==> config.mk <==
export PLATFORM = sky130hd
export DESIGN_NAME = rp_dv_decim
export DESIGN_NICKNAME = d
export VERILOG_FILES = /design/src/rtl/rp_dv_decim.sv
export SDC_FILE = /design/constraint.sdc
export NUM_CORES = 1
export LEC_CHECK = 0
export BUFFER_PORTS_ARGS = -buffer_cell sky130_fd_sc_hd__buf_2
export CORE_MARGIN = 3
export CORE_UTILIZATION = 30
export CTS_CLUSTER_DIAMETER = 100
export DETAILED_ROUTE_END_ITERATION = 8
export GPL_TIMING_DRIVEN = 0
export PLACE_DENSITY_LB_ADDON = 0.12
export SLEW_MARGIN = 20
export SYNTH_ARGS = -nofsm -noshare
export SYNTH_HDL_FRONTEND = slang
export SYNTH_SLANG_ARGS = --single-unit
==> constraint.sdc <==
create_clock -name adc_clk_i -period 10.4 [get_ports adc_clk_i]
set_input_delay 1.04 -clock adc_clk_i [delete_from_list [all_inputs] [get_ports adc_clk_i]]
set_output_delay 1.04 -clock adc_clk_i [all_outputs]
set_load 0.01 [all_outputs]
==> src/rtl/rp_dv_decim.sv <==
// Multi-channel programmable data-valid decimator: passes 1 of every ratio valids per channel, realigned by sync_i.
// Optional per-channel drop statistics are built when RP_DV_DECIM_STAT_EN is defined.
module rp_dv_decim #(
    parameter int CH = 2,
    parameter int DW = 14,
    parameter int CW = 8
) (
    input  logic             adc_clk_i,
    input  logic             adc_rst_i,
    input  logic [CH-1:0]    dv_en_i,
    input  logic [CW-1:0]    ratio_i,
    input  logic [CW-1:0]    phase_i,
    input  logic             sync_i,
    input  logic [CH-1:0]    adc_dv_i,
    input  logic [CH*DW-1:0] adc_dat_i,
    output logic [CH-1:0]    adc_dv_o,
    output logic [CH*DW-1:0] adc_dat_o,
    output logic [CW-1:0]    ratio_o
`ifdef RP_DV_DECIM_STAT_EN
    ,
    output logic [CH*32-1:0] drop_cnt_o
`endif
);

    logic [CW-1:0] ratio_act_reg;
    logic [CW-1:0] ratio_new;
    logic [CW-1:0] phase_new;
    logic [CW-1:0] sync_inc;

    // The active phase only matters on the sync cycle itself, so it is consumed
    // directly from the clamped request rather than stored.
    always_comb begin
        ratio_new = (ratio_i < CW'(2)) ? CW'(1) : ratio_i;
        phase_new = (phase_i >= ratio_new) ? '0 : phase_i;
        sync_inc  = phase_new + CW'(1);
    end

    always_ff @(posedge adc_clk_i) begin
        if (adc_rst_i) begin
            ratio_act_reg <= CW'(2);
        end else if (sync_i) begin
            ratio_act_reg <= ratio_new;
        end
    end

    assign ratio_o = ratio_act_reg;

    genvar gi;
    generate
        for (gi = 0; gi < CH; gi++) begin : g_ch
            logic [CW-1:0] cnt_reg;
            logic [CW-1:0] cnt_next;
            logic [CW-1:0] cnt_inc;
            logic          dv_reg;
            logic          dv_next;
            logic [DW-1:0] dat_reg;

            always_comb begin
                cnt_inc  = cnt_reg + CW'(1);
                cnt_next = cnt_reg;
                dv_next  = 1'b0;
                if (sync_i) begin
                    if (adc_dv_i[gi] && dv_en_i[gi]) begin
                        dv_next  = (phase_new == '0);
                        cnt_next = (sync_inc == ratio_new) ? '0 : sync_inc;
                    end else begin
                        // A disabled channel still passes its valid straight through.
                        dv_next  = adc_dv_i[gi] & ~dv_en_i[gi];
                        cnt_next = phase_new;
                    end
                end else if (!dv_en_i[gi]) begin
                    dv_next = adc_dv_i[gi];
                end else if (adc_dv_i[gi]) begin
                    dv_next  = (cnt_reg == '0);
                    cnt_next = (cnt_inc == ratio_act_reg) ? '0 : cnt_inc;
                end
            end

            always_ff @(posedge adc_clk_i) begin
                if (adc_rst_i) begin
                    cnt_reg <= '0;
                    dv_reg  <= 1'b0;
                    dat_reg <= '0;
                end else begin
                    cnt_reg <= cnt_next;
                    dv_reg  <= dv_next;
                    if (dv_next) begin
                        dat_reg <= adc_dat_i[gi*DW +: DW];
                    end
                end
            end

            assign adc_dv_o[gi]            = dv_reg;
            assign adc_dat_o[gi*DW +: DW]  = dat_reg;

`ifdef RP_DV_DECIM_STAT_EN
            logic [31:0] drop_cnt_reg;
            logic        drop;

            assign drop = !sync_i && dv_en_i[gi] && adc_dv_i[gi] && (cnt_reg != '0);

            always_ff @(posedge adc_clk_i) begin
                if (adc_rst_i || sync_i) begin
                    drop_cnt_reg <= '0;
                end else if (drop && (drop_cnt_reg != '1)) begin
                    drop_cnt_reg <= drop_cnt_reg + 32'd1;
                end
            end

            assign drop_cnt_o[gi*32 +: 32] = drop_cnt_reg;
`endif
        end
    endgenerate

endmodule
==> key figures, run 1 <==
Outcome
  • Status: finished, final reports clean

Timing
  • Slew @ Worst Pin: 675 ps
  • Max Freq: 0.190 GHz
  • TNS Setup: 0 ps
  • Final Cycle Share: 0.506
  • Worst Skew: 7.10 ps
  • Final setup vio count: 0
  • Max_slew headroom: 0.550
  • Final setup margin: 5130 ps
  • RSZ-0062 raised after global routing: no
  • Slew Limit Fails: 0
  • Shortest period the worst path allows: 5270 ps
  • Endpoints failing hold: 0

Pwr
  • Sequential power share: 0.413
  • Switching Fraction: 0.302
  • NetSw: 173 uW
  • Int Pwr: 398 uW
  • Power share of the combinational group: 0.253
  • Leakage: 1.99 nW
  • Total chip power: 571 uW
  • Power Density: 130 nW/um2
  • Maximum vdd ir drop: 86.5 uV
  • Clock share of power: 0.333

Worst setup path
  • Crit-path max FO: 10
  • WP buf/inv: 4
  • Crit-path leading delay family: simple AND/OR/NAND/NOR gates
  • Worst endpoint required time: 10550 ps
  • Crit-path max cell delay: 450 ps
  • Critical path class: input port to flip-flop
  • Critical Path, Cell by Cell: buf_2, nor4_1, a31o_2, ha_1, nand2b_1, a21oi_1, o31a_1, buf_4, buf_2, nand2_1, inv_1, ha_1, and3_1, nand3_1, xnor2_1, nand4_1, a32oi_1, nand2_1, nand4_1, a221oi_1
  • CP Capture Type: flip-flop
  • Crit-path slowest cell: nor4_1
  • Crit start category: input port
  • Arrival time at the worst endpoint: 5420 ps

Clock tree
  • Post-cts sizing count: 0
  • Clock sink total: 54
  • Root Driver: clkbuf_16
  • Worst-Skew Late Latency: 300 ps
  • Clock-pin transition on the worst setup and hold timing paths: 70 ps
  • Cts bufs inserted: 5
  • Longest Clk Path Bufs: 2
  • CTS tree: built
  • H-tree Lvls: 2
  • Hold bufs inserted after CTS: 0
  • Post-CTS setup buffers: 0

Routing
  • Drt drc: 0
  • Avg Vias per Cell: 5.32
  • Via count: 3656
  • Routed wl met3: 653 um
  • Met1 wire length: 5460 um
  • Avg WL per Cell: 16.5 um
  • First drt pass iteration count: 5
  • Initial DRC Count: 286
  • Wirelength, routed: 11300 um
  • Uppermost layer routed: met4
  • Final antenna-violating net count: 0
  • Metal2 WL: 5080 um

Finish
  • Fin cells: 687
  • # diodes: 0
  • Commonest non-fill, non-tap cell in the layout: buf_2
  • Commonest non-fill, non-tap cells in the layout: buf_2 (93), nor2_1 (67), dfxtp_1 (54)
  • Share of post-route cells with drive strength above 1: 0.217
  • Max reg flops: 28
  • Synth-to-layout area growth: 21.7%
  • Nets: 607

GRT
  • Gr ovfl total: 0
  • Vias in the first global route: 3403
  • Tot GR Track Use: 0.168
  • Initial antenna violation count: 0
  • First-pass GRT wire length: 17900 um
  • Largest net degree at the start of global routing: 17

Logic synthesis
  • Register area share after synthesis: 0.300
  • Syn_nets: 513
  • Yosys reg bits: 54
  • Ys async rst share: 0
  • Syn_area_per_cell: 8.03 um2
  • Synthesis Warnings: 0
  • Number of library cell types mapped by synthesis: 60
  • Number of synthesized flops with an enable pin: 0
  • Dominant synthesized flop cell: dfxtp_1
  • Mapped Cells: 449
  • Post-Syn Area: 3610 um2

Floorplanning
  • Full die area: 13400 um2
  • Die height: 116 um
  • Die width: 116 um
  • # rows: 39
  • Initial Util: 0.312
  • Core footprint: 11600 um2
  • I/O pin count: 89

Placed design
  • Gpl congestion: 0.890
  • Input/output buffers: 87
  • Placement Setup Slack: 4970 ps
  • Dpl cells: 679
  • HPWL after DPL: 8830 um

Hold path
  • Hold Path Class: flip-flop to flip-flop

Run
  • Max-Cap Viols: 0
-- path summary, 6_finish.rpt --
check | startpoint | end | slack (ps) | cells after the start
max | ratio_i[6] | g_ch[1].cnt_reg[0]$_SDFFE_PP0P_ | 5130 | 20
min | g_ch[1].dat_reg[6]$_SDFFE_PP0P_ | g_ch[1].dat_reg[6]$_SDFFE_PP0P_ | 490 | 2
max reg2reg | g_ch[1].cnt_reg[0]$_SDFFE_PP0P_ | g_ch[1].cnt_reg[3]$_SDFFE_PP0P_ | 7650 | 10
min reg2reg | g_ch[1].dat_reg[6]$_SDFFE_PP0P_ | g_ch[1].dat_reg[6]$_SDFFE_PP0P_ | 490 | 2
-- worst reg2reg max path, stage by stage, from the launching register on --
cell	delay [ps]
dfxtp_1	440
ha_1	300
and3_1	240
and3_1	240
xnor2_1	100
nor4_1	310
a41oi_1	270
buf_2	270
a21o_1	190
a32oi_1	160
o22ai_1	100
-- cell usage after synthesis (all sizes together) (3+ instances only) --
cell | count | share of area
nand4 | 9 | 0.016
a21oi | 26 | 0.037
dfxtp | 54 | 0.30
nand2b | 5 | 0.0087
ha | 13 | 0.045
nand2 | 27 | 0.028
clkbuf | 15 | 0.016
o21ai | 16 | 0.025
a41oi | 3 | 0.0073
buf | 13 | 0.023
nor2 | 67 | 0.070
o21a | 3 | 0.0062
nor2b | 5 | 0.0087
and2 | 3 | 0.0052
xnor2 | 21 | 0.051
nor3 | 12 | 0.017
o2111ai | 8 | 0.019
inv | 14 | 0.015
or4 | 5 | 0.011
or3 | 6 | 0.010
xor2 | 12 | 0.029
and3 | 8 | 0.014
nor4 | 3 | 0.0052
a21o | 4 | 0.0083
nand3 | 23 | 0.035
mux2i | 36 | 0.10
-- power groups by stage --
| stage | combinational [mW] | clock (mW) | sequential [mW] |
|---|---|---|---|
| floorplan | 0.0933 | 0 | 0.241 |
| global placement | 0.143 | 0 | 0.240 |
| detailed placement | 0.144 | 0 | 0.240 |
| CTS | 0.145 | 0.196 | 0.236 |
| global route | 0.161 | 0.204 | 0.238 |
| finish | 0.145 | 0.190 | 0.236 |
-- routing by layer --
metal | up-vias | GRT usage
li1 | 1806 | -
met3 | 15 | 0.0261
met2 | 127 | 0.268
met1 | 1708 | 0.240
met5 | - | 0
met4 | 0 | 0.0394
-- layout make-up --
class | count | area (um2)
plain buffers | 28 | 139
clock buffers | 6 | 129
clock inverters | 2 | 37.5
fillers | 1221 | 7180
inverters | 15 | 56.3
multi-input cells | 352 | 2330
flip-flops and latches | 54 | 1080
well taps | 143 | 179
repair buffers | 87 | 435
-- stage by stage --
step | hold WS [ps] | util | area (um2)
4_1_cts | 498 | 0.379 | 4390
5_1_grt | 517 | 0.379 | 4390
3_5_place_dp | 480 | 0.365 | 4220
2_1_floorplan | 488 | - | 3610
6_report | 491 | 0.379 | 4390
3_3_place_gp | 468 | 0.365 | 4220
-- cell families (layout without fill, tap and decap cells) --
family / count (synthesis) / after routing / synth area share
fa+ha+maj: 13 / 13 / 0.0451
mux: 37 / 37 / 0.103
xor+xnor: 33 / 33 / 0.0802
buf+inv: 43 / 138 / 0.0541
simple gates: 179 / 179 / 0.242
flops: 54 / 54 / 0.300
compound gates: 90 / 90 / 0.176
No activity file was read; power rests on OpenSTA's default activity.
==> inputs of run 2 (changes only) <==
ABC_AREA = 1   (was unset)
clock period = 4.5 ns   (was 10.4 ns; I/O delays follow)
==> run 2 against run 1 <==
  * Power increased by 140%
  * Via count decreased by 1.2%
  * Worst setup slack got worse by 4300 ps
  * Non-clock buffer count decreased by 10
  * Sequential cell count unchanged
  * Clock-buffer cell count decreased by 1
  * First-iteration DRC count decreased by 50%
==> key figures, run 2 <==
Outcome
  • Status: finished, final reports clean

Routing
  • Avg WL per Cell: 13.8 um (-16%)
  • Final antenna-violating net count: 0 (unchanged)
  • Avg Vias per Cell: 4.74 (-11%)
  • First drt pass iteration count: 5 (unchanged)
  • Via count: 3613 (-1.2%)
  • Initial DRC Count: 142 (-50%)
  • Drt drc: 0 (unchanged)
  • Wirelength, routed: 10500 um (-7.2%)

Floorplanning
  • Die height: 116 um (+0.72%)
  • Initial Util: 0.314 (+0.00211)
  • Die width: 116 um (+0.72%)
  • Core footprint: 11700 um2 (+0.84%)
  • # rows: 39 (unchanged)
  • I/O pin count: 89 (unchanged)
  • Full die area: 13600 um2 (+1.4%)

Worst setup path
  • Arrival time at the worst endpoint: 3850 ps (-1570 ps)
  • Crit-path slowest cell: ha_1
  • Worst endpoint required time: 4680 ps (-5870 ps)
  • Depth of the worst register-to-register path: 11 (+1)
  • Crit. path cell count: 27 (+35%)
  • Crit-path max cell delay: 270 ps (-180 ps)
  • WP buf/inv: 4 (unchanged)
  • Critical path class: input port to flip-flop
  • CP Capture Type: flip-flop
  • Crit-path max FO: 8 (-2)
  • Most used cell, CP: nand2_1
  • Crit start category: input port
  • Crit-path leading delay family: simple AND/OR/NAND/NOR gates

Finish
  • Share of post-route cells with drive strength above 1: 0.300 (+0.0831)
  • Synth-to-layout area growth: 21.7% (about the same)
  • Nets: 683 (+13%)
  • Commonest non-fill, non-tap cell in the layout: nand2_1
  • Max reg flops: 28 (unchanged)
  • Fin util: 0.382 (+0.00262)
  • # diodes: 0 (unchanged)
  • Commonest non-fill, non-tap cells in the layout: nand2_1 (131), buf_2 (90), dfxtp_1 (54)

Clock tree
  • CTS tree: built
  • Post-cts sizing count: 0 (unchanged)
  • Root Driver: clkbuf_16
  • Clock sink total: 54 (unchanged)
  • Post-CTS setup buffers: 0 (unchanged)
  • Clock-pin transition on the worst setup and hold timing paths: 80 ps (about the same)
  • Cts bufs inserted: 5 (unchanged)
  • Worst-Skew Late Latency: 300 ps (about the same)
  • H-tree Lvls: 2 (unchanged)
  • Hold bufs inserted after CTS: 0 (unchanged)
  • Longest Clk Path Bufs: 2 (unchanged)

Timing
  • RSZ-0062 raised after global routing: no
  • Slew Limit Fails: 0 (unchanged)
  • Final Cycle Share: 0.814
  • Max_slew headroom: 0.561 (+0.0111)
  • TNS Setup: 0 ps (unchanged)
  • Shortest period the worst path allows: 3660 ps
  • Slew @ Worst Pin: 658 ps (-16.7 ps)
  • Endpoints failing hold: 0 (unchanged)
  • Worst Skew: 11.4 ps (+4.27 ps)
  • Final setup vio count: 0 (unchanged)
  • Max Freq: 0.273 GHz

GRT
  • Largest net degree at the start of global routing: 19 (+2)
  • Vias in the first global route: 3449 (+1.4%)
  • Gr ovfl total: 0 (unchanged)
  • Initial antenna violation count: 0 (unchanged)
  • Tot GR Track Use: 0.159 (-0.00939)
  • First-pass GRT wire length: 17100 um (-4.5%)

Pwr
  • Maximum vdd ir drop: 173 uV (+100%)
  • Power Density: 305 nW/um2 (+130%)
  • Leakage: 2.10 nW (+5.7%)

Hold path
  • Hold Path Stages: 3 (+1)
  • Hold Path Class: input port to flip-flop

Logic synthesis
  • Area leader, netlist: dfxtp_1
  • Dominant synthesized flop cell: dfxtp_1
  • Ys async rst share: 0 (unchanged)
  • Syn_area_per_cell: 6.99 um2 (-13%)
  • Synthesis Warnings: 0 (unchanged)
  • Area contributors post-synth: dfxtp_1 (30%), nand2_1 (13%), a21oi_1 (7.1%)
  • Post-Syn Area: 3660 um2 (+1.5%)
  • Number of library cell types mapped by synthesis: 35 (-42%)
  • Yosys reg bits: 54 (unchanged)
  • Register area share after synthesis: 0.295 (-0.00451)
  • Number of synthesized flops with an enable pin: 0 (unchanged)
  • Post-synth top cells: nand2_1 (131), dfxtp_1 (54), a21oi_1 (52)
  • Yosys top cell area share: 0.295 (-0.00451)
  • Count leader, synth: nand2_1
  • Mapped Cells: 524 (+17%)
  • Syn_nets: 588 (+15%)

Run
  • Max-Cap Viols: 0 (unchanged)

Placed design
  • Gpl congestion: 0.886 (-0.46%)
  • Input/output buffers: 88 (+1.1%)
  • HPWL after DPL: 8590 um (-2.8%)
==> run 2: cell families after synthesis <==
group	share of synthesized area
XOR/XNOR	0.0646
AND/OR/NAND/NOR	0.327
flip-flops	0.295
adder cells (fa/ha/maj)	0.0444
AO/OA/AOI/OAI	0.180
buffers and inverters	0.0889
==> run 2: worst register-to-register path: stages, from the launching register on <==
cell	delay [ps]
dfxtp_1	430
ha_1	220
nand3_1	120
nor3b_1	240
xor2_1	260
xor2_1	100
nor2_1	140
nand4_2	220
nand3_1	140
nand2_1	70
inv_1	60
a21oi_1	60
==> run 2: per-layer routing <==
metal / GRT usage / share of wire / up-vias
li1: - / - / 1888
met1: 0.234 / 0.50 / 1620
met2: 0.241 / 0.43 / 94
met3: 0.0321 / 0.053 / 11
met4: 0.0309 / 0.013 / 0
met5: 0 / 0 / -
==> run 2: cell type report <==
| type | count | area (um2) |
|---|---|---|
| clock buffer | 5 | 125 |
| buffer | 17 | 106 |
| multi-input combinational | 396 | 2250 |
| inverter | 57 | 219 |
| timing repair buffer | 88 | 440 |
| fill | 1254 | 7210 |
| clock inverter | 3 | 48.8 |
| tap | 143 | 179 |
| sequential | 54 | 1080 |
==> run 2: per-stage QoR <==
step	total power [mW]	setup WS, ps	hold slack, ps	area [um2]	cells
after global routing	1.45	453	385	4450	763
after detailed placement	0.913	521	455	4280	755
after floorplan	0.797	1390	488	3660	524
final	1.36	835	386	4450	763
after CTS	1.38	824	383	4450	763
after global placement	0.910	495	451	4280	755
==> run 2: power breakdown <==
part	switching [mW]	leakage (nW)	internal (mW)
clock	0.190	0.0819	0.267
sequential	0.0318	0.445	0.512
combinational	0.220	1.57	0.138
total	0.441	2.10	0.916
==> run 2: final timing paths <==
check                                   from                               to  slack, ps
max                               ratio_i[6]  g_ch[0].cnt_reg[0]$_SDFFE_PP0P_        840
min                             adc_dat_i[2]  g_ch[0].dat_reg[2]$_SDFFE_PP0P_        390
max reg2reg  g_ch[1].cnt_reg[0]$_SDFFE_PP0P_  g_ch[1].cnt_reg[7]$_SDFFE_PP0P_       2340
min reg2reg  g_ch[0].dat_reg[3]$_SDFFE_PP0P_  g_ch[0].dat_reg[3]$_SDFFE_PP0P_        470
==> inputs of run 3 (changes only) <==
clock period = 3.4 ns   (was 4.5 ns; I/O delays follow)
==> run 3 against run 2 <==
  * Clock-buffer cell count unchanged
  * Non-clock buffer count up 4
  * Critical endpoint is now g_ch[1].cnt_reg[6]$_SDFFE_PP0P_
  * Global-route usage grew 0.065 points
  * Largest cell class unchanged
  * Sequential cell count is the same
  * First-iteration DRC count grew 27%
  * Core utilization is 1.0 points higher
  * Wire length up 1.5%
  * Die area stayed put
  * Register-to-register slack got worse by 1100 ps
  * Power is 34% higher
  * Final cell count rose by 0.52%
  * Combinational power is 40% higher
==> key figures, run 3 (same netlist as run 2, synthesis figures left out) <==
Floorplanning
  • Die width: 116 um (unchanged)
  • I/O pin count: 89 (unchanged)
  • Core footprint: 11700 um2 (unchanged)
  • Initial Util: 0.314 (unchanged)
  • Full die area: 13600 um2 (unchanged)
  • Die height: 116 um (unchanged)
  • # rows: 39 (unchanged)

Outcome
  • Status: finished, final reports clean

Routing
  • Avg Vias per Cell: 4.74 (about the same)
  • Drt drc: 0 (unchanged)
  • Routed wl met3: 772 um (+38%)
  • Final antenna-violating net count: 0 (unchanged)
  • Uppermost layer routed: met4
  • Wirelength, routed: 10700 um (+1.5%)
  • Met1 wire length: 5120 um (-2.7%)
  • Metal2 WL: 4730 um (+3.3%)
  • Avg WL per Cell: 13.9 um (+0.97%)
  • Via count: 3632 (+0.53%)
  • Initial DRC Count: 180 (+27%)
  • First drt pass iteration count: 4 (-1)

Clock tree
  • Clock-pin transition on the worst setup and hold timing paths: 80 ps (about the same)
  • Root Driver: clkbuf_16
  • Cts bufs inserted: 5 (unchanged)
  • Longest Clk Path Bufs: 2 (unchanged)
  • Hold bufs inserted after CTS: 0 (unchanged)
  • Worst-Skew Late Latency: 300 ps (about the same)
  • Clock sink total: 54 (unchanged)
  • H-tree Lvls: 2 (unchanged)
  • CTS tree: built

GRT
  • Initial antenna violation count: 0 (unchanged)
  • Tot GR Track Use: 0.159 (+0.000647)
  • Gr ovfl total: 0 (unchanged)
  • Vias in the first global route: 3460 (+0.32%)
  • Largest net degree at the start of global routing: 19 (unchanged)
  • First-pass GRT wire length: 17200 um (+0.49%)

Finish
  • # diodes: 0 (unchanged)
  • Synth-to-layout area growth: 24.9%
  • Nets: 687 (+0.59%)
  • Commonest non-fill, non-tap cells in the layout: nand2_1 (129), buf_2 (90), dfxtp_1 (54)
  • Max reg flops: 28 (unchanged)
  • Share of post-route cells with drive strength above 1: 0.321 (+0.0205)
  • Commonest non-fill, non-tap cell in the layout: nand2_1
  • Fin util: 0.392 (+0.0101)

Worst setup path
  • Critical R2R Capture: g_ch[1].cnt_reg[7]$_SDFFE_PP0P_
  • Critical path class: input port to flip-flop
  • Crit start category: input port
  • Crit-path max FO: 8 (unchanged)
  • Depth of the worst register-to-register path: 11 (unchanged)
  • Worst endpoint required time: 3590 ps (-1090 ps)
  • Arrival time at the worst endpoint: 3350 ps (-500 ps)
  • Reg2reg start: g_ch[1].cnt_reg[0]$_SDFFE_PP0P_
  • R2R setup slack: 1230 ps (-1110 ps)
  • CP Capture Type: flip-flop

Pwr
  • Power Density: 399 nW/um2 (+31%)
  • Maximum vdd ir drop: 230 uV (+33%)
  • Leakage: 2.13 nW (+1.2%)
  • NetSw: 598 uW (+36%)
  • Clock share of power: 0.331 (-0.005)
  • Sequential power share: 0.394 (-0.006)
  • Total chip power: 1.83 mW (+34%)
  • Power share of the combinational group: 0.275 (+0.011)
  • Switching Fraction: 0.328 (+0.00285)
  • Int Pwr: 1.23 mW (+34%)

Timing
  • Max Freq: 0.316 GHz
  • Slew Limit Fails: 0 (unchanged)
  • Final Cycle Share: 0.931
  • Endpoints failing hold: 0 (unchanged)
  • Final setup vio count: 0 (unchanged)
  • Final setup margin: 234 ps (-601 ps)
  • Slew @ Worst Pin: 658 ps (-0.00250 ps)
  • Worst Skew: 10.4 ps (-0.935 ps)
  • Shortest period the worst path allows: 3170 ps
  • Max_slew headroom: 0.561 (about the same)

Hold path
  • Hold Path Stages: 3 (unchanged)
  • Hold wc startpoint: adc_dat_i[2]
  • Worst Hold End: g_ch[0].dat_reg[2]$_SDFFE_PP0P_
  • Hold Path Class: input port to flip-flop

Placed design
  • Input/output buffers: 88 (unchanged)
  • Gpl congestion: 0.886 (unchanged)
  • Placement Setup Slack: -469 ps (-990 ps)
  • HPWL after DPL: 8590 um (unchanged)

Run
  • Max-Cap Viols: 0 (unchanged)
run 3: changes by cell type in the layout (fill, tap and decap cells not counted), moves of 2 or more:
| cell | previous run | this run |
|---|---|---|
| buf_4 | 2 | 6 |
| inv_1 | 48 | 45 |
| inv_4 | 2 | 4 |
| nand2_1 | 131 | 129 |
run 3: what timing repair did:
action / 4_1_cts / 5_1_grt
buffers inserted: 0 / 4
endpoints found under the setup margin: 16 / 16
pin swaps: 0 / 6
resized for setup: 3 / 15
run 3: worst max-delay path by stage:
| stage | slack, ps | to | startpoint | cells past startpoint |
|---|---|---|---|---|
| 2_1_floorplan | 400 | g_ch[0].cnt_reg[0]$_SDFFE_PP0P_ | ratio_i[7] | 27 |
| 3_3_place_gp | -500 | g_ch[1].cnt_reg[6]$_SDFFE_PP0P_ | ratio_i[6] | 27 |
| 3_5_place_dp | -470 | g_ch[0].cnt_reg[0]$_SDFFE_PP0P_ | ratio_i[6] | 27 |
| 4_1_cts | 30 | g_ch[0].cnt_reg[0]$_SDFFE_PP0P_ | ratio_i[6] | 27 |
| 5_1_grt | -20 | g_ch[0].cnt_reg[3]$_SDFFE_PP0P_ | ratio_i[6] | 27 |
| 6_report | 230 | g_ch[1].cnt_reg[6]$_SDFFE_PP0P_ | ratio_i[6] | 27 |
run 3: layer usage:
layer / up-vias / track usage
li1: 1900 / -
met4: 0 / 0.0302
met1: 1624 / 0.235
met5: - / 0
met3: 7 / 0.0321
met2: 101 / 0.242
run 3: worst max-delay path, cell delays in order:
cell,delay (ps)
buf_2,120
inv_4,70
nand2_1,80
nor3_4,260
a31oi_4,130
inv_1,80
ha_1,220
nand2_1,70
nor2_2,40
nor2_2,140
nand2_4,100
a21oi_4,200
nand2_4,90
inv_2,70
ha_4,210
xnor2_2,140
nand2_1,60
nor2_1,90
nand2_1,80
nor2_2,100
nand2_1,70
nor2_2,140
nand2_4,120
nand2_2,90
nand2_1,50
nand2_1,100
a21oi_1,70
run 3: power by group through the flow:
stage               clock, mW  sequential, mW  combinational (mW)
CTS                     0.623           0.719               0.481
global placement            0           0.733               0.471
detailed placement          0           0.733               0.475
floorplan                   0           0.736               0.319
finish                  0.605           0.719               0.502
global route            0.651           0.726               0.567
run 3: stage by stage:
stage	instance area [um2]	TNS, ps	cells	hold WS [ps]
6_report	4570	0	767	276
5_1_grt	4570	-39.5	767	275
4_1_cts	4470	0	763	273
3_5_place_dp	4280	-7110	755	455
3_3_place_gp	4280	-7470	755	451
2_1_floorplan	3660	0	524	476
run 3: cell type report:
type,instances,area [um2]
inverter,57,224
fill,1247,7090
tap,143,179
sequential,54,1080
clock buffer,5,125
timing repair buffer,92,470
clock inverter,3,48.8
buffer,17,106
multi-input combinational,396,2340
